<file path="src/rtl/boxhead_pkg.sv">
// Shared constants and types for the boxhead player-health slice.
package boxhead_pkg;

  localparam int unsigned ENEMY_NUM  = 4;
  localparam int unsigned FULL_BLOOD = 100;
  localparam int unsigned BAR_HEIGHT = 4;
  localparam int unsigned BLOOD_W    = 10;
  localparam int unsigned DMG_W      = 12;

  typedef enum logic [1:0] {
    IDLE   = 2'd0,
    ALIVE  = 2'd1,
    INVULN = 2'd2,
    DEAD   = 2'd3
  } health_state_t;

endpackage

</file>
<file path="src/rtl/health_bar_sprite.sv">
// Registered health-bar rectangle and fill compare; one Clk behind PixelX/PixelY,
// matching the synchronous sprite ROMs.
module health_bar_sprite
  import boxhead_pkg::*;
#(
  parameter int unsigned BAR_X   = 8,
  parameter int unsigned BAR_Y   = 4,
  parameter int unsigned BAR_LEN = 100
) (
  input  logic               clk,
  input  logic               rst_n,
  input  logic               en,
  input  logic [8:0]         pixel_x,
  input  logic [8:0]         pixel_y,
  input  logic [BLOOD_W-1:0] blood,
  output logic               is_obj,
  output logic               bar_filled
);

  localparam logic [9:0] X_LO = 10'(BAR_X);
  localparam logic [9:0] X_HI = 10'(BAR_X + BAR_LEN);
  localparam logic [9:0] Y_LO = 10'(BAR_Y);
  localparam logic [9:0] Y_HI = 10'(BAR_Y + BAR_HEIGHT);

  logic       is_obj_q, is_obj_d;
  logic       bar_filled_q, bar_filled_d;
  logic [9:0] px, py, x_off;
  logic       in_x, in_y;

  always_comb begin
    px           = 10'(pixel_x);
    py           = 10'(pixel_y);
    x_off        = px - X_LO;
    in_x         = (px >= X_LO) && (px < X_HI);
    in_y         = (py >= Y_LO) && (py < Y_HI);
    is_obj_d     = en && in_x && in_y;
    bar_filled_d = is_obj_d && (x_off < blood);
  end

  always_ff @(posedge clk or negedge rst_n) begin
    if (!rst_n) begin
      is_obj_q     <= 1'b0;
      bar_filled_q <= 1'b0;
    end else begin
      is_obj_q     <= is_obj_d;
      bar_filled_q <= bar_filled_d;
    end
  end

  assign is_obj     = is_obj_q;
  assign bar_filled = bar_filled_q;

endmodule

</file>
<file path="src/rtl/player_health_ctrl.sv">
// Player health FSM with hit damage, invulnerability frames and health-bar sprite.
// Optional build macro HEALTH_REGEN_EN adds slow regeneration while ALIVE.
module player_health_ctrl #(
  parameter int unsigned ENEMY_NUM     = boxhead_pkg::ENEMY_NUM,
  parameter int unsigned FULL_BLOOD    = boxhead_pkg::FULL_BLOOD,
  parameter int unsigned HIT_DAMAGE    = 10,
  parameter int unsigned IFRAME_FRAMES = 30,
  parameter int unsigned REGEN_FRAMES  = 120,
  parameter int unsigned BAR_X         = 8,
  parameter int unsigned BAR_Y         = 4
) (
  input  logic                 Clk,
  input  logic                 Reset_n,
  input  logic                 game_frame_clk_rising_edge,
  input  logic                 Game_Start_On,
  input  logic [ENEMY_NUM-1:0] Enemy_Hit,
  input  logic [8:0]           PixelX,
  input  logic [8:0]           PixelY,
  output logic [9:0]           Player_Blood,
  output logic                 Game_Over_On,
  output logic                 Hit_Flash,
  output logic                 is_obj,
  output logic                 Bar_Filled
);

  import boxhead_pkg::*;

  // One counter width covers both the iframe and regen counts.
  localparam int unsigned CNT_MAX = (IFRAME_FRAMES > REGEN_FRAMES) ? IFRAME_FRAMES : REGEN_FRAMES;
  localparam int unsigned CNT_W   = $clog2(CNT_MAX + 1);
  localparam logic [BLOOD_W-1:0] BLOOD_FULL = BLOOD_W'(FULL_BLOOD);

  health_state_t      state_q, state_d;
  logic [BLOOD_W-1:0] blood_q, blood_d;
  logic [CNT_W-1:0]   iframe_q, iframe_d;
  logic               game_over_q, game_over_d;
  logic               hit_flash_q, hit_flash_d;
  logic               start_q;
  logic [DMG_W-1:0]   hit_cnt, dmg;
  logic               hit_any, start_rise, tick;
`ifdef HEALTH_REGEN_EN
  logic [CNT_W-1:0]   regen_q, regen_d;
`endif

  // Stacked damage for every enemy hit landing this cycle.
  always_comb begin
    hit_cnt = '0;
    for (int i = 0; i < int'(ENEMY_NUM); i++) begin
      hit_cnt = hit_cnt + DMG_W'(Enemy_Hit[i]);
    end
    dmg        = hit_cnt * DMG_W'(HIT_DAMAGE);
    hit_any    = |Enemy_Hit;
    start_rise = Game_Start_On && !start_q;
    tick       = game_frame_clk_rising_edge;
  end

  always_comb begin
    state_d  = state_q;
    blood_d  = blood_q;
    iframe_d = iframe_q;
`ifdef HEALTH_REGEN_EN
    regen_d  = '0;
`endif
    case (state_q)
      IDLE: begin
        blood_d  = BLOOD_FULL;
        iframe_d = '0;
        if (!Game_Start_On) state_d = ALIVE;
      end
      ALIVE: begin
        if (start_rise) begin
          state_d = IDLE;
          blood_d = BLOOD_FULL;
        end else if (hit_any) begin
          if (DMG_W'(blood_q) > dmg) begin
            blood_d  = blood_q - BLOOD_W'(dmg);
            state_d  = INVULN;
            iframe_d = CNT_W'(IFRAME_FRAMES);
          end else begin
            blood_d = '0;
            state_d = DEAD;
          end
        end else begin
`ifdef HEALTH_REGEN_EN
          regen_d = regen_q;
          if (tick) begin
            if (regen_q + CNT_W'(1) >= CNT_W'(REGEN_FRAMES)) begin
              regen_d = '0;
              if (blood_q < BLOOD_FULL) blood_d = blood_q + BLOOD_W'(1);
            end else begin
              regen_d = regen_q + CNT_W'(1);
            end
          end
`endif
        end
      end
      INVULN: begin
        if (start_rise) begin
          state_d  = IDLE;
          blood_d  = BLOOD_FULL;
          iframe_d = '0;
        end else if (tick) begin
          if (iframe_q <= CNT_W'(1)) begin
            iframe_d = '0;
            state_d  = ALIVE;
          end else begin
            iframe_d = iframe_q - CNT_W'(1);
          end
        end
      end
      DEAD: begin
        blood_d = '0;
      end
      default: state_d = IDLE;
    endcase
    game_over_d = (state_d == DEAD);
    hit_flash_d = (state_d == INVULN);
  end

  always_ff @(posedge Clk or negedge Reset_n) begin
    if (!Reset_n) begin
      state_q     <= IDLE;
      blood_q     <= BLOOD_FULL;
      iframe_q    <= '0;
      game_over_q <= 1'b0;
      hit_flash_q <= 1'b0;
      start_q     <= 1'b0;
    end else begin
      state_q     <= state_d;
      blood_q     <= blood_d;
      iframe_q    <= iframe_d;
      game_over_q <= game_over_d;
      hit_flash_q <= hit_flash_d;
      start_q     <= Game_Start_On;
    end
  end

`ifdef HEALTH_REGEN_EN
  always_ff @(posedge Clk or negedge Reset_n) begin
    if (!Reset_n) regen_q <= '0;
    else          regen_q <= regen_d;
  end
`endif

  health_bar_sprite #(
    .BAR_X   (BAR_X),
    .BAR_Y   (BAR_Y),
    .BAR_LEN (FULL_BLOOD)
  ) u_bar (
    .clk        (Clk),
    .rst_n      (Reset_n),
    .en         (state_q != IDLE),
    .pixel_x    (PixelX),
    .pixel_y    (PixelY),
    .blood      (blood_q),
    .is_obj     (is_obj),
    .bar_filled (Bar_Filled)
  );

  assign Player_Blood = blood_q;
  assign Game_Over_On = game_over_q;
  assign Hit_Flash    = hit_flash_q;

endmodule

</file>
<file path="config.mk">
export PLATFORM = sky130hd
export DESIGN_NAME = player_health_ctrl
export DESIGN_NICKNAME = d
export VERILOG_FILES = /design/src/rtl/boxhead_pkg.sv /design/src/rtl/health_bar_sprite.sv /design/src/rtl/player_health_ctrl.sv
export SDC_FILE = /design/constraint.sdc
export NUM_CORES = 1
export LEC_CHECK = 0
export ABC_AREA = 0
export CAP_MARGIN = 20
export CORE_ASPECT_RATIO = 1.75
export CORE_MARGIN = 8
export CORE_UTILIZATION = 30
export CTS_BUF_LIST = sky130_fd_sc_hd__clkbuf_4 sky130_fd_sc_hd__clkbuf_8
export CTS_CLUSTER_SIZE = 25
export DETAILED_ROUTE_END_ITERATION = 10
export SLEW_MARGIN = 20
export SYNTH_ARGS = -nofsm -noshare
export SYNTH_HDL_FRONTEND = slang
export SYNTH_HIERARCHICAL = 1
export SYNTH_SLANG_ARGS = --single-unit
</file>
<file path="constraint.sdc">
create_clock -name Clk -period 2.5 [get_ports Clk]
set_clock_uncertainty 0.15 [all_clocks]
set_input_delay 0.375 -clock Clk [delete_from_list [all_inputs] [get_ports Clk]]
set_output_delay 0.375 -clock Clk [all_outputs]
set_load 0.01 [all_outputs]
</file>
# [Word-level counts from Yosys, hierarchy flattened]
# Index checks and enable logic that the tools add are counted.
[totals] register_bits=24 input_bits=26 output_inout_bits=14 wordCells=66
[op_classes] add_sub_neg=6 n_mul=1 order_cmp=7 eq_ne=11 n_mux=20 reduce_logical=13
[op_table] op="7-bit two-way mux" n=6
[op_table] op="10-bit two-way mux" n=4
[op_table] op="10-bit one-hot mux with 4 select lines" n=1
[op_table] op="7-bit one-hot mux with 3 select lines" n=1
[op_table] op="2-bit two-way mux" n=6
[op_table] op="10-bit by 8-bit > comparator with 1-bit output" n=1
[op_table] op="10-bit less-than comparator" n=1
[op_table] op="10-bit by 8-bit subtractor with 10-bit output" n=1
[op_table] op="9-bit by 4-bit subtractor with 10-bit output (second input constant)" n=1
[op_table] op="9-bit by 3-bit >= comparator with 1-bit output (second input constant)" n=1
[op_table] op="9-bit by 4-bit >= comparator with 1-bit output (second input constant)" n=1
[op_table] op="9-bit by 4-bit less-than comparator with 1-bit output (second input constant)" n=1
[op_table] op="9-bit by 7-bit less-than comparator with 1-bit output (second input constant)" n=1
[op_table] op="2-bit equality test (second input constant)" n=4
[op_table] op="2-bit inequality test (second input constant)" n=4
[op_table] op="7-bit by 1-bit <= comparator with 1-bit output (second input constant)" n=1
[op_table] op="4-bit by 3-bit multiplier with 7-bit output (second input constant)" n=1
[op_table] op="7-bit by 1-bit subtractor with 7-bit output (second input constant)" n=1
[op_table] op="1-bit logical AND" n=6
[op_table] op="3-bit inequality test (second input constant)" n=2
[op_table] op="2-bit one-hot mux with 3 select lines" n=1
[op_table] op="5-bit AND reduction" n=1
[op_table] op="3-bit by 1-bit adder with 4-bit output" n=1
[op_table] op="4-bit OR reduction" n=1
[op_table] op="9 further kinds" n=9

# [Longest topological paths before layout]
# Gate-level depths: netlist of run 1.
[logic_depth] depth_word=10 ltp_mapped=14 mapped_depth_nobuf=13

# [Cells and area by module]
# The synthesis of run 1 kept the hierarchy.
[modules_own_cells] module="player_health_ctrl" n_inst=1 cells_each=185 area_each_um2=1624.1 seq_area_each_um2=529.3
[modules_own_cells] module="health_bar_sprite" n_inst=1 cells_each=56 area_each_um2=436.7 seq_area_each_um2=50.0

# [Worst setup path before layout of run 1]
# OpenSTA, ideal clock, no wires.
[synth_path] path_type="input port to flip-flop" start="input Enemy_Hit[0]" end="register iframe_q[6]" setup_ns=0.127 arrival_time_ns=3.068 t_required_ns=2.223 setup_slack_ns=-0.845 cell_stages=14 n_path_buf=1 cell_sequence="fa_1 ha_1 ha_1 ha_1 ha_1 inv_1 ha_1 nand2_2 a211oi_4 o21ai_1 a31o_1 buf_6 o21ai_1 o31ai_2"
[synth_between] elab_chain_cells=7 elab_cells_between_ends=9 cone_classes="add/sub: 3; mul: 1; order compare: 1; eq/ne: 2; reduce/logical: 2"
[synth_lines] item="from (decl)" line="player_health_ctrl.sv:16" rtl="input logic [ENEMY_NUM-1:0] Enemy_Hit,"
[synth_lines] item="1-bit by 1-bit adder with 2-bit output" line="player_health_ctrl.sv:49" rtl="hit_cnt = hit_cnt + DMG_W'(Enemy_Hit[i]);"
[synth_lines] item="2-bit by 1-bit adder with 3-bit output" line="player_health_ctrl.sv:49"
[synth_lines] item="3-bit by 1-bit adder with 4-bit output" line="player_health_ctrl.sv:49"
[synth_lines] item="4-bit by 3-bit multiplier with 7-bit output" line="player_health_ctrl.sv:51" rtl="dmg = hit_cnt * DMG_W'(HIT_DAMAGE);"
[synth_lines] item="10-bit by 8-bit > comparator with 1-bit output" line="player_health_ctrl.sv:75" rtl="if (DMG_W'(blood_q) > dmg) begin"
[synth_lines] item="2-bit inequality test (no line)"
[synth_lines] item="5-bit AND reduction (no line) *"
[synth_lines] item="to (signal assigned)" line="player_health_ctrl.sv:131" rtl="iframe_q <= iframe_d;"
[synth_lines] item="to (decl)" line="player_health_ctrl.sv:35" rtl="logic [CNT_W-1:0] iframe_q, iframe_d;"
# Every way passes the cells marked *; elsewhere a longest branch is shown, timed or not.
# A chain may end at the register's enable or synchronous reset.

# [Final worst setup path of run 1]
[layout_path] start="input Enemy_Hit[0]" end="register blood_q[9], in the netlist Player_Blood[9]"
[layout_between] elab_chain_cells=9 elab_cells_between_ends=13 cone_classes="add/sub: 4; mul: 1; order compare: 1; eq/ne: 1; mux: 4; reduce/logical: 2"
[layout_lines] item="1-bit by 1-bit adder with 2-bit output" line="player_health_ctrl.sv:49"
[layout_lines] item="2-bit by 1-bit adder with 3-bit output" line="player_health_ctrl.sv:49"
[layout_lines] item="3-bit by 1-bit adder with 4-bit output" line="player_health_ctrl.sv:49"
[layout_lines] item="4-bit by 3-bit multiplier with 7-bit output" line="player_health_ctrl.sv:51"
[layout_lines] item="10-bit by 8-bit subtractor with 10-bit output / 10-bit by 8-bit > comparator with 1-bit output (equally long branches)" line="player_health_ctrl.sv:76, player_health_ctrl.sv:75"
[layout_lines] item="10-bit two-way mux" line="player_health_ctrl.sv:75"
[layout_lines] item="10-bit two-way mux" line="player_health_ctrl.sv:74" rtl="end else if (hit_any) begin"
[layout_lines] item="10-bit two-way mux" line="player_health_ctrl.sv:71" rtl="if (start_rise) begin"
[layout_lines] item="10-bit one-hot mux with 4 select lines" line="player_health_ctrl.sv:64" rtl="case (state_q)"
[layout_lines] item="to (signal assigned)" line="player_health_ctrl.sv:130" rtl="blood_q <= blood_d;"
[layout_lines] item="to (decl)" line="player_health_ctrl.sv:34" rtl="logic [BLOOD_W-1:0] blood_q, blood_d;"
# Several ways; a longest one is shown, not always the timed one. The select of a mux whose other input is x is not followed.

==> results.txt, run 1 <==
* Final std cell area, no fill: 3070 um2
- The tool flagged a number of max-cap violations equal to 0.
- After global routing, the most crowded layer is met2.
- Port Buffer Count: 36
* Clock root buffer: sky130_fd_sc_hd__clkbuf_8
- Derived from the worst setup path, the maximum achievable clock frequency is 321.1 MHz.
- Setup crit start: Enemy_Hit[0]
* Cell row count: 40
- Final total negative setup slack: -9.387 ns
- The number of global-route vias before repair was 2273.
* Yosys warning count: 6
- Residual DRC: 0
* Distinct cell type count of the synthesized netlist: 49
- By instance count, the cell type seen most on the critical path is sky130_fd_sc_hd__ha_4.
- The worst-case IR drop observed on VDD is 0.0001964 V.
* Kind of cell with the highest combined delay on the critical path: adder cells
- Category of the critical setup timing path: input pin to flop
* WP depth: 15
- Routability-driven placement finished with a final weighted congestion of 0.8308.
- TritonCTS created 3 clock buffers.
- Biggest cell delay along the critical path: 0.51 ns
* Setup repair after global routing missed its margin: true
- Post-detailed-placement half-perimeter wirelength: 4.910 mm
- The number of max-slew violations in the final report came to 0.
* Flops & latches, synth: 23
* Result of the run: finished with violations
* Type of element capturing the critical path: flop
- Worst setup path end: Player_Blood[9]
* Critical Path AT: 3.18 ns
* Starting density of the core: 30.50%
- Of all nets on the critical path, the largest fanout is 4.
* Path class of the lowest-slack min-delay path: input pin to async pin
- Relative to the synthesized area, the layout overhead comes to 49.00%.
- Number of synthesized flops with an enable pin: 0
- Dividing the final minimum period by the clock period gives 124.6%.
- Entering global routing, the biggest net connects 24 pins.
- Headroom to the max-slew limit: 45.84%
- Prior to clock tree synthesis, the placed netlist has a worst setup slack of -1.331 ns.
- The count of nets left with antenna violations once routing finished came out at 0.
- The hold violation count in the final report is 0.
- GRT Residual Overflow: 0
- sky130_fd_sc_hd__dfrtp_1 takes more of the synthesized area than any other cell.
- For this design the static power due to leakage is 1.389 nW.
- The synthesized netlist occupies a cell area of 2061 um2.
* Synthesized area per cell: 8.551 um2
* Failing checks: setup timing
- Met1 Usage GRT: 10.48%
- The routed design could run at a clock period as short as 3.114 ns.
- Cells with a size suffix above 1 make up 25.64% of the layout.
- Fraction of met3 tracks used by global routing: 2.493%
* Setup-violating endpoint count in the final report: 19
* Die boundary width: 78.65 um
- For this design the ratio of total power to cell area is 808.2 nW/um2.
* Share of the synthesized area in the top cell type: 24.29%
* GR Util met2: 26.57%
* Top area cells in the synthesized netlist: sky130_fd_sc_hd__dfrtp_1 24%, sky130_fd_sc_hd__ha_1 18%, sky130_fd_sc_hd__inv_1 5.1%
- Routed wire length: 6.321 mm
- The share of total power dissipated in the clock network is 10.2%.
* Vias after detailed routing: 2043
- CP max-delay cell: sky130_fd_sc_hd__fa_1
- Placed insts: 383
- The die is 125.6 um tall.
- Dividing the detail-routed via count by the number of cells gives 5.159.
* RR Endpoint: Player_Blood[7]
- Required time worst endpoint: 2.56 ns
- The signal on the critical path passes through buf_6 -> fa_1 -> ha_4 -> ha_4 -> ha_4 -> ha_4 -> inv_2 -> ha_4 -> nand2_4 -> a211oi_4 -> buf_4 -> buf_6 -> o211ai_4 -> or4_1 -> nand2_1.
- The first routing iteration left 61 violations.
- TritonCTS Sinks: 23
- Die outline area: 9882 um2
- The repair_antennas step left the layout with diodes totalling 0.
- Clock-pin slew on the worst setup and hold paths: 0.09 ns
- Total power for the finished layout comes to 2.482 mW.
- Net switching share of the total power: 44.09%
- The setup check on the worst reg-to-reg path leaves a slack of 0.14 ns.
- The first global-routing pass estimated 10.35 mm of wire.
- The tightest hold path in the finished design has a slack of 0.3186 ns.
* Util after Layout: 45.44%
- The core region is 6756 um2.
- Registers are responsible for 22.8% of the overall power.
* Comb power frac: 67.0%
- Worst-case reg-to-reg path depth: 8
* Hold buffer count at cts: 0
- The critical path contains buffers and inverters numbering 4 combined.
* Worst-skew pair later-pin latency: 0.27 ns
* GRT Util Overall: 12.86%
* Post-DR wirelength/cell: 15.96 um
* Source of the worst register-to-register timing path: Player_Blood[9]
- In this run the number of H-tree levels came out at 1.
- Boundary pin count: 40
- Synthesized instance count: 241
- CTS tree: yes
- Pre-Repair DR Iteration Count: 4
- The share of the Yosys chip area taken by registers is 28.11%.
* Number of nets in the layout: 371
- Internal power: 1.387 mW
- The number of antenna violations at the first check in global routing came to 0.
- Placed Instance Area: 2778 um2
- At the pin with the least slew margin, the transition time is 0.8107 ns.
- For this design the total switching power over the nets is 1.094 mW.
- Clock tree buffer depth: 2
- For this run, asynchronously set or reset flops after synthesis account for 100.0%.
* Final standard cell count with taps included and fillers excluded: 396
* Slack of the critical path: -0.6141 ns
- Synth Flop Type: sky130_fd_sc_hd__dfrtp_1
* Crit start category: input pin
layout make-up:
cell class              count  area [um2]
well taps                  84       105.1
fillers                   676        3686
clock buffers               4       48.80
inverters                  28       105.1
multi-input cells         189        1603
flip-flops and latches     23       579.3
repair buffers             68       629.4
layout by cell type, fill, tap and decap left out, types with 3 or more instances in the layout:
cell / instances
sky130_fd_sc_hd__buf_4: 25
sky130_fd_sc_hd__nand3_1: 6
sky130_fd_sc_hd__nor3_1: 4
sky130_fd_sc_hd__dfstp_2: 3
sky130_fd_sc_hd__ha_1: 22
sky130_fd_sc_hd__o31ai_2: 4
sky130_fd_sc_hd__dfrtp_1: 20
sky130_fd_sc_hd__nand4_1: 4
sky130_fd_sc_hd__nand2_1: 19
sky130_fd_sc_hd__xor2_1: 4
sky130_fd_sc_hd__a21o_1: 5
sky130_fd_sc_hd__nand2b_1: 8
sky130_fd_sc_hd__clkdlybuf4s50_1: 31
sky130_fd_sc_hd__a21oi_1: 14
sky130_fd_sc_hd__o21ai_2: 3
sky130_fd_sc_hd__clkbuf_8: 3
sky130_fd_sc_hd__inv_1: 27
sky130_fd_sc_hd__o21a_1: 4
sky130_fd_sc_hd__buf_6: 9
sky130_fd_sc_hd__o21ai_0: 7
sky130_fd_sc_hd__and2_1: 3
sky130_fd_sc_hd__and3_1: 3
sky130_fd_sc_hd__ha_4: 8
sky130_fd_sc_hd__o21ai_1: 9
sky130_fd_sc_hd__nor2_1: 14
sky130_fd_sc_hd__a31oi_1: 3
state kept, by name, summed over array words and instances (netlist names):
register / cells
state_q: 2
iframe_q: 7
u_bar/bar_filled: 1
Game_Over_On: 1
Hit_Flash: 1
start_q: 1
u_bar/is_obj: 1
Player_Blood: 9
repair_timing:
action                     4_1_cts  5_1_grt
buffers inserted                 6        5
setup endpoints to repair       20       20
pin swaps                       16        9
cloned                           1        0
gates resized for setup         37       20
synth_stat cells (all sizes together), types with 2 or more instances:
cell type and instances:
a22o 2, nor2b 2, dfstp 3, nand4 4, a21o 5, and2 3
nand2 21, ha 30, a211oi 2, and3 3, dfrtp 20, o21a 4
or4 3, nor3 5, nor4 4, fa 2, a21boi 2, inv 28
nand3 6, a21oi 16, a31oi 3, xnor2 2, o21ai 20, o31ai 7
nand2b 8, xor2 4, buf 3, nor2 17
worst min-delay path by stage:
stage	startpoint	to	slack (ns)
2_1_floorplan	Reset_n	Game_Over_On	-0.07
3_3_place_gp	iframe_q[5]	iframe_q[5]	0.35
3_5_place_dp	iframe_q[6]	iframe_q[6]	0.37
4_1_cts	Reset_n	Player_Blood[3]	0.34
5_1_grt	Reset_n	Player_Blood[4]	0.38
6_report	Reset_n	Player_Blood[4]	0.32
cell families after synthesis:
group / synth area share, %
buffers and inverters: 6.254
AOI/OAI and AO/OA: 23.25
xor gates and xnor gates: 2.550
DFF: 28.11
and+or+nand+nor: 19.49
other: 0.1820
adders and majority gates: 20.16
routing by layer:
layer / vias to the layer above / wire length, um
met5: - / 0
met3: 16 / 270
li1: 1005 / -
met1: 981 / 2113
met4: 0 / 233
met2: 41 / 3703
power by group through the flow:
stage | Clock, mW | Sequential (mW) | Combinational (mW)
CTS | 0.260 | 0.564 | 1.58
global route | 0.273 | 0.579 | 1.83
floorplan | 0 | 0.575 | 0.863
global placement | 0 | 0.566 | 1.36
finish | 0.254 | 0.565 | 1.66
detailed placement | 0 | 0.567 | 1.39
No activity file was read; power rests on OpenSTA's default activity.
==> run 2, diff against run 1 <==
--- a/config.mk
+++ b/config.mk
@@ -8,11 +8,12 @@
 export ABC_AREA = 0
 export CAP_MARGIN = 20
 export CORE_ASPECT_RATIO = 1.75
-export CORE_MARGIN = 8
-export CORE_UTILIZATION = 30
+export CORE_MARGIN = 5
+export CORE_UTILIZATION = 25
 export CTS_BUF_LIST = sky130_fd_sc_hd__clkbuf_4 sky130_fd_sc_hd__clkbuf_8
 export CTS_CLUSTER_SIZE = 25
 export DETAILED_ROUTE_END_ITERATION = 10
+export SETUP_SLACK_MARGIN = 0.05
 export SLEW_MARGIN = 20
 export SYNTH_ARGS = -nofsm -noshare
 export SYNTH_HDL_FRONTEND = slang
==> results.txt, run 2 (synthesis gave the netlist of run 1 again) <==
* GRT Util Overall: 11.55%
* Floorplan Core Area: 8016 um2
- Worst-skew pair later-pin latency: 0.27 ns
- Required time worst endpoint: 2.56 ns
* Power per Cell Area: 780.5 nW/um2
- Leakage Power: 1.367 nW
* Setup repair after global routing missed its margin: true
- Min Clock Period, post-route: 3.095 ns
- Final standard cell count with taps included and fillers excluded: 400
- Starting density of the core: 25.71%
* Routed wire length: 5.731 mm
* Die boundary width: 78.63 um
* Flip-flop count of the largest register, all copies and words added: 9
* Diodes inserted: 0
* Placed Instance Area: 2770 um2
- Slew at the pin closest to its max-slew limit: 0.5435 ns
* Boundary pin count: 40
* Die Y-Extent: 130.1 um
- Maximum frequency from static timing analysis: 323.1 MHz
* Clock root buffer: sky130_fd_sc_hd__clkbuf_8
* Path class of the lowest-slack min-delay path: input pin to async pin
* CP max-delay cell: sky130_fd_sc_hd__fa_1
- Result of the run: finished with violations
- The first routing iteration left 64 violations.
* Slack of the critical path: -0.5950 ns
- In the layout the commonest cells are 32 x sky130_fd_sc_hd__clkdlybuf4s50_1, 27 x sky130_fd_sc_hd__inv_1, 25 x sky130_fd_sc_hd__buf_4.
- Clock tree buffer depth: 2
* Chain of cells forming the critical path: buf_6 -> fa_1 -> ha_4 -> ha_4 -> ha_4 -> ha_4 -> inv_2 -> ha_4 -> nand2_4 -> a211oi_4 -> buf_6 -> buf_6 -> or4_4 -> nor4_4 -> a21oi_1 -> nand2_1
- The worst-case IR drop observed on VDD is 0.0002702 V.
- After detailed placement, the design holds a cell count of 387.
- Headroom to the max-slew limit: 63.44%
- Setup-violating endpoint count in the final report: 19
* Die outline area: 10230 um2
- Post-detailed-placement half-perimeter wirelength: 4.420 mm
* Type of element capturing the critical path: flop
* Fin crit share: 123.8%
- Initial antenna violation count: 0
* CTS tree: yes
- Routability-driven placement finished with a final weighted congestion of 0.8254.
- Vias after detailed routing: 2015
* Number of nets in the layout: 369
* Failing checks: setup timing
* Leading cell type in the layout, fill and taps excluded: sky130_fd_sc_hd__clkdlybuf4s50_1
* CP Max Fanout: 2
- The number of max-slew violations in the final report is 0.
- Once layout is done, the placed cells without fillers occupy 3077 um2.
- Biggest cell delay along the critical path: 0.51 ns
- Maximum number of pins on one net before global-route repair: 24
* Critical Path AT: 3.15 ns
- Count of nets left with antenna violations after detail routing: 0
* Number of hold-slack violations in the final timing report: 0
- Layout cell share with drive strength beyond 1: 26.77%
* Global-route wire length before repair: 9.556 mm
* Vias in the first global route: 2097
- Post-DR wirelength/cell: 14.33 um
- Category of the critical setup timing path: input pin to flop
- Buffers inserted to repair hold after CTS numbered 0.
* DR vias/cell: 5.038
- Post-Place Setup Slack: -1.300 ns
- Clock-pin slew was measured on the worst setup and hold paths at 0.08 ns.
* Number of buffers inserted during clock tree synthesis: 3
- In this run the number of H-tree levels came out at 1.
* Residual DRC: 0
* Layout overhead on the synthesized area: 49.30%
- The clock drives 23 sinks.
- The initialized floorplan defines 43 standard-cell rows.
* Port Buffer Count: 36
* Final total negative setup slack: -9.145 ns
- Crit start category: input pin
- GRT Residual Overflow: 0
* Pre-Repair DR Iteration Count: 4
- Crit-path most repeated cell: sky130_fd_sc_hd__ha_4
- Max-cap viol count: 0
## run 2: cell types whose count changed in the layout (fill, tap and decap cells not counted), sizes merged
cell,previous run,this run
clkdlybuf4s50,31,32
clkinv,0,1
buf,35,33
dlymetal6s2s,2,1
clkbuf,4,3
## run 2: what timing repair did
item,4_1_cts,5_1_grt
setup buffers,11,0
gates resized for setup,44,16
gates cloned,1,0
endpoints found under the setup margin,20,20
pin swaps,25,23
hold endpoints to repair,0,0
## run 2: per-stage QoR
step	power, mW	hold WS [ns]	util, %
floorplan	1.438	-0.07059	-
global placement	1.884	0.3482	34.56
detailed placement	1.910	0.3618	34.56
CTS	2.390	0.3261	37.80
global route	2.610	0.3434	38.38
finish	2.401	0.3130	38.38
## run 2: critical path: cells and delay by family
kind	cells	cell delay, ns
and+or+nand+nor	4	0.77
AOI/OAI and AO/OA	2	0.11
adders and majority gates	6	1.51
buffers and inverters	4	0.38
## run 2: final cells by class
| type | count | area (um2) |
|---|---|---|
| inverter | 28 | 105.1 |
| clock buffer | 3 | 41.29 |
| timing repair buffer | 66 | 604.3 |
| fill | 811 | 4940 |
| tap | 90 | 112.6 |
| multi-input combinational | 189 | 1629 |
| sequential | 23 | 579.3 |
| clock inverter | 1 | 5.005 |
## run 2: power breakdown
group / total (mW) / switching, mW / internal [mW]
Clock: 0.238 / 0.127 / 0.111
Combinational: 1.58 / 0.835 / 0.749
Sequential: 0.579 / 0.110 / 0.469
Total: 2.40 / 1.07 / 1.33
## run 2: final timing paths
path                                  from               to  slack [ns]  cells after the start
max                           Enemy_Hit[1]  Player_Blood[8]       -0.60                     16
min                                Reset_n       state_q[0]        0.31                      2
max reg2reg                Player_Blood[2]  Player_Blood[8]        0.21                      9
min reg2reg                    iframe_q[6]      iframe_q[6]        0.38                      2
max in group asynchronous          Reset_n  Player_Blood[5]        1.60                      2
min in group Clk               iframe_q[6]      iframe_q[6]        0.38                      2
## run 2: routing by layer
layer | GRT usage [%] | vias up | wire length, um
li1 | - | 990 | -
met1 | 11.59 | 963 | 2161
met2 | 23.89 | 55 | 3222
met3 | 1.657 | 7 | 260
met4 | 3.193 | 0 | 86
met5 | 0 | - | 0
==> run 3, diff against run 2 <==
--- a/config.mk
+++ b/config.mk
@@ -13,6 +13,7 @@
 export CTS_BUF_LIST = sky130_fd_sc_hd__clkbuf_4 sky130_fd_sc_hd__clkbuf_8
 export CTS_CLUSTER_SIZE = 25
 export DETAILED_ROUTE_END_ITERATION = 10
+export PLACE_DENSITY = 0.49
 export SETUP_SLACK_MARGIN = 0.05
 export SLEW_MARGIN = 20
 export SYNTH_ARGS = -nofsm -noshare
==> results.txt, run 3 (synthesis gave the netlist of run 1 again) <==
* Count of nets left with antenna violations after detail routing: 0
* GRT Util Overall: 12.36%
- Routability congestion estimate from global placement: 0.7577
* GRT Residual Overflow: 0
- The library cell used most frequently in the layout, excluding fill and tap cells, is sky130_fd_sc_hd__buf_4.
- Boundary pin count: 40
* # fillers: 855
- Number of hold-slack violations in the final timing report: 0
- The worst register-to-register path ends at Player_Blood[9].
- Residual DRC: 0
- Die outline area: 10230 um2
- Clock tree buffer depth: 2
- Along the worst path, the maximum fanout reaches 4.
- WP depth: 14
- Post-Place Setup Slack: -1.328 ns
* Worst-skew pair later-pin latency: 0.27 ns
- On the final layout, the worst hold slack is 0.3149 ns.
- Total power consumption of the routed design: 2.432 mW
- Once placement finished, the instance area stood at 2853 um2.
- Slack of the critical path: -0.5542 ns
* Maximum number of pins on one net before global-route repair: 24
* Layout cell share with drive strength beyond 1: 28.75%
- The first global-routing pass estimated 10.10 mm of wire.
* Worst-case reg-to-reg path depth: 10
* Vias in the first global route: 2173
- Setup violations remaining at the end of the flow were counted as 19.
- Floorplan Core Area: 8016 um2
* Net load switching power: 1.061 mW
- Kind of cell with the highest combined delay on the critical path: adder cells
- Measured along the y axis, the die boundary spans 130.1 um.
- Max-cap violations in this run came to 0.
- Most frequent cells in the layout: 36 x sky130_fd_sc_hd__buf_4, 31 x sky130_fd_sc_hd__clkdlybuf4s50_1, 27 x sky130_fd_sc_hd__inv_1
- Number of nets in the layout: 379
- DRT iter0 DRCs: 49
- Vias after detailed routing: 2044
- Part of the total power dissipated in the clock network: 9.8%
- Diodes inserted: 0
* Sequential share of power: 23.2%
- Category of the critical setup timing path: input pin to flop
- The signal on the critical path passes through buf_6 -> fa_1 -> ha_4 -> ha_4 -> ha_4 -> ha_4 -> inv_2 -> ha_4 -> nand2_4 -> a211oi_4 -> buf_6 -> o211ai_4 -> or4_1 -> nand2_1.
- Required time worst endpoint: 2.56 ns
* Headroom to the max-slew limit: 56.24%
- The final layout contains routed wiring with a total length of 6.135 mm.
- R2R Setup Slk: 0.25 ns
- Slew at the pin closest to its max-slew limit: 0.6504 ns
* Source of the worst register-to-register timing path: Player_Blood[2]
- The flow ran to the end, but the final reports show violations.
* Min Clock Period, post-route: 3.054 ns
- From left edge to right edge, the die measures 78.63 um.
* VDD IR max: 0.0003073 V
- Derived from the worst setup path, the maximum achievable clock frequency is 327.4 MHz.
- After clock tree synthesis, the flow added hold-fix buffers numbering 0.
- In the finished design, the share of the clock period the worst path needs comes to 122.2%.
* TritonCTS Sinks: 23
* Leakage Power: 1.425 nW
- CP max-delay cell: sky130_fd_sc_hd__fa_1
- Setup repair after global routing missed its margin: true
- Buffers & Inverters on Critical Path: 3
- Path class of the lowest-slack min-delay path: input pin to async pin
- DR vias/cell: 4.985
* Comb power frac: 67.0%
- Relative to the synthesized area, the layout overhead comes to 51.24%.
- Post-DR wirelength/cell: 14.96 um
* Power per Cell Area: 780.3 nW/um2
* Crit-path most repeated cell: sky130_fd_sc_hd__ha_4
* Internal power: 1.371 mW
- Flip-flop count of the largest register, all copies and words added: 9
- In this run the number of H-tree levels came out at 1.
- Clock tree synthesis inserted a total of 3 buffers.
- Crit start category: input pin
- Biggest cell delay along the critical path: 0.51 ns
- Net switching is 43.62% of the power.
- The initial utilization of the core area, before any placement, comes to 25.71%.
* Type of element capturing the critical path: flop
- Final std cell area, no fill: 3117 um2
- Clock root buffer: sky130_fd_sc_hd__clkbuf_8
- Detailed placement finished with a half-perimeter wire length of 4.817 mm.
- The first detailed-routing pass ran for 4 iterations.
- Clock-pin slew on the worst setup and hold paths: 0.09 ns
* Failing checks: setup timing
- For the worst setup path, the data arrival time is 3.11 ns.
* Util after Layout: 38.88%
* Initial antenna violation count: 0
* Port Buffer Count: 36
- Max Transition Viols Final: 0
* CTS tree: yes
- Setup crit start: Enemy_Hit[0]
- The floorplan has 43 rows.
## run 3: cell type report
class | count | area (um2) | share of cell area (%)
Clock buffer | 3 | 41.29 | 1.325
Clock inverter | 1 | 5.005 | 0.1606
Inverter | 28 | 105.1 | 3.372
Multi-Input combinational cell | 189 | 1595 | 51.18
Sequential cell | 23 | 579.3 | 18.59
Tap cell | 90 | 112.6 | 3.613
Timing Repair Buffer | 76 | 678.2 | 21.76
## run 3: routing by layer
metal | routed length [um] | vias up | GRT usage [%]
met1 | 2119 | 980 | 11.69
li1 | - | 1017 | -
met2 | 3661 | 37 | 26.34
met4 | 129 | 0 | 3.502
met3 | 225 | 10 | 1.796
met5 | 0 | - | 0
## run 3: worst max path at each step
stage,slack (ns),endpoint
6_report,-0.55,Player_Blood[9]
5_1_grt,-0.63,Player_Blood[9]
4_1_cts,-0.54,Player_Blood[9]
3_5_place_dp,-1.33,iframe_q[2]
3_3_place_gp,-1.25,iframe_q[2]
2_1_floorplan,-0.72,iframe_q[6]
## run 3: timing repair
| action | CTS | global route |
|---|---|---|
| pin swaps | 14 | 11 |
| endpoints found under the setup margin | 20 | 20 |
| resized for setup | 34 | 18 |
| cloned | 0 | 1 |
| buffers inserted | 5 | 2 |
## run 3: through the flow
step,std cells,setup TNS [ns]
6_report,410,-8.740
5_1_grt,410,-10.29
4_1_cts,407,-8.383
2_1_floorplan,242,-10.21
3_5_place_dp,398,-22.98
3_3_place_gp,398,-22.17
## run 3: power groups by stage
stage / clock network (mW) / logic [mW] / registers (mW)
global placement: 0 / 1.40 / 0.568
detailed placement: 0 / 1.41 / 0.570
finish: 0.239 / 1.63 / 0.563
CTS: 0.255 / 1.54 / 0.562
floorplan: 0 / 0.863 / 0.575
global route: 0.277 / 1.82 / 0.577
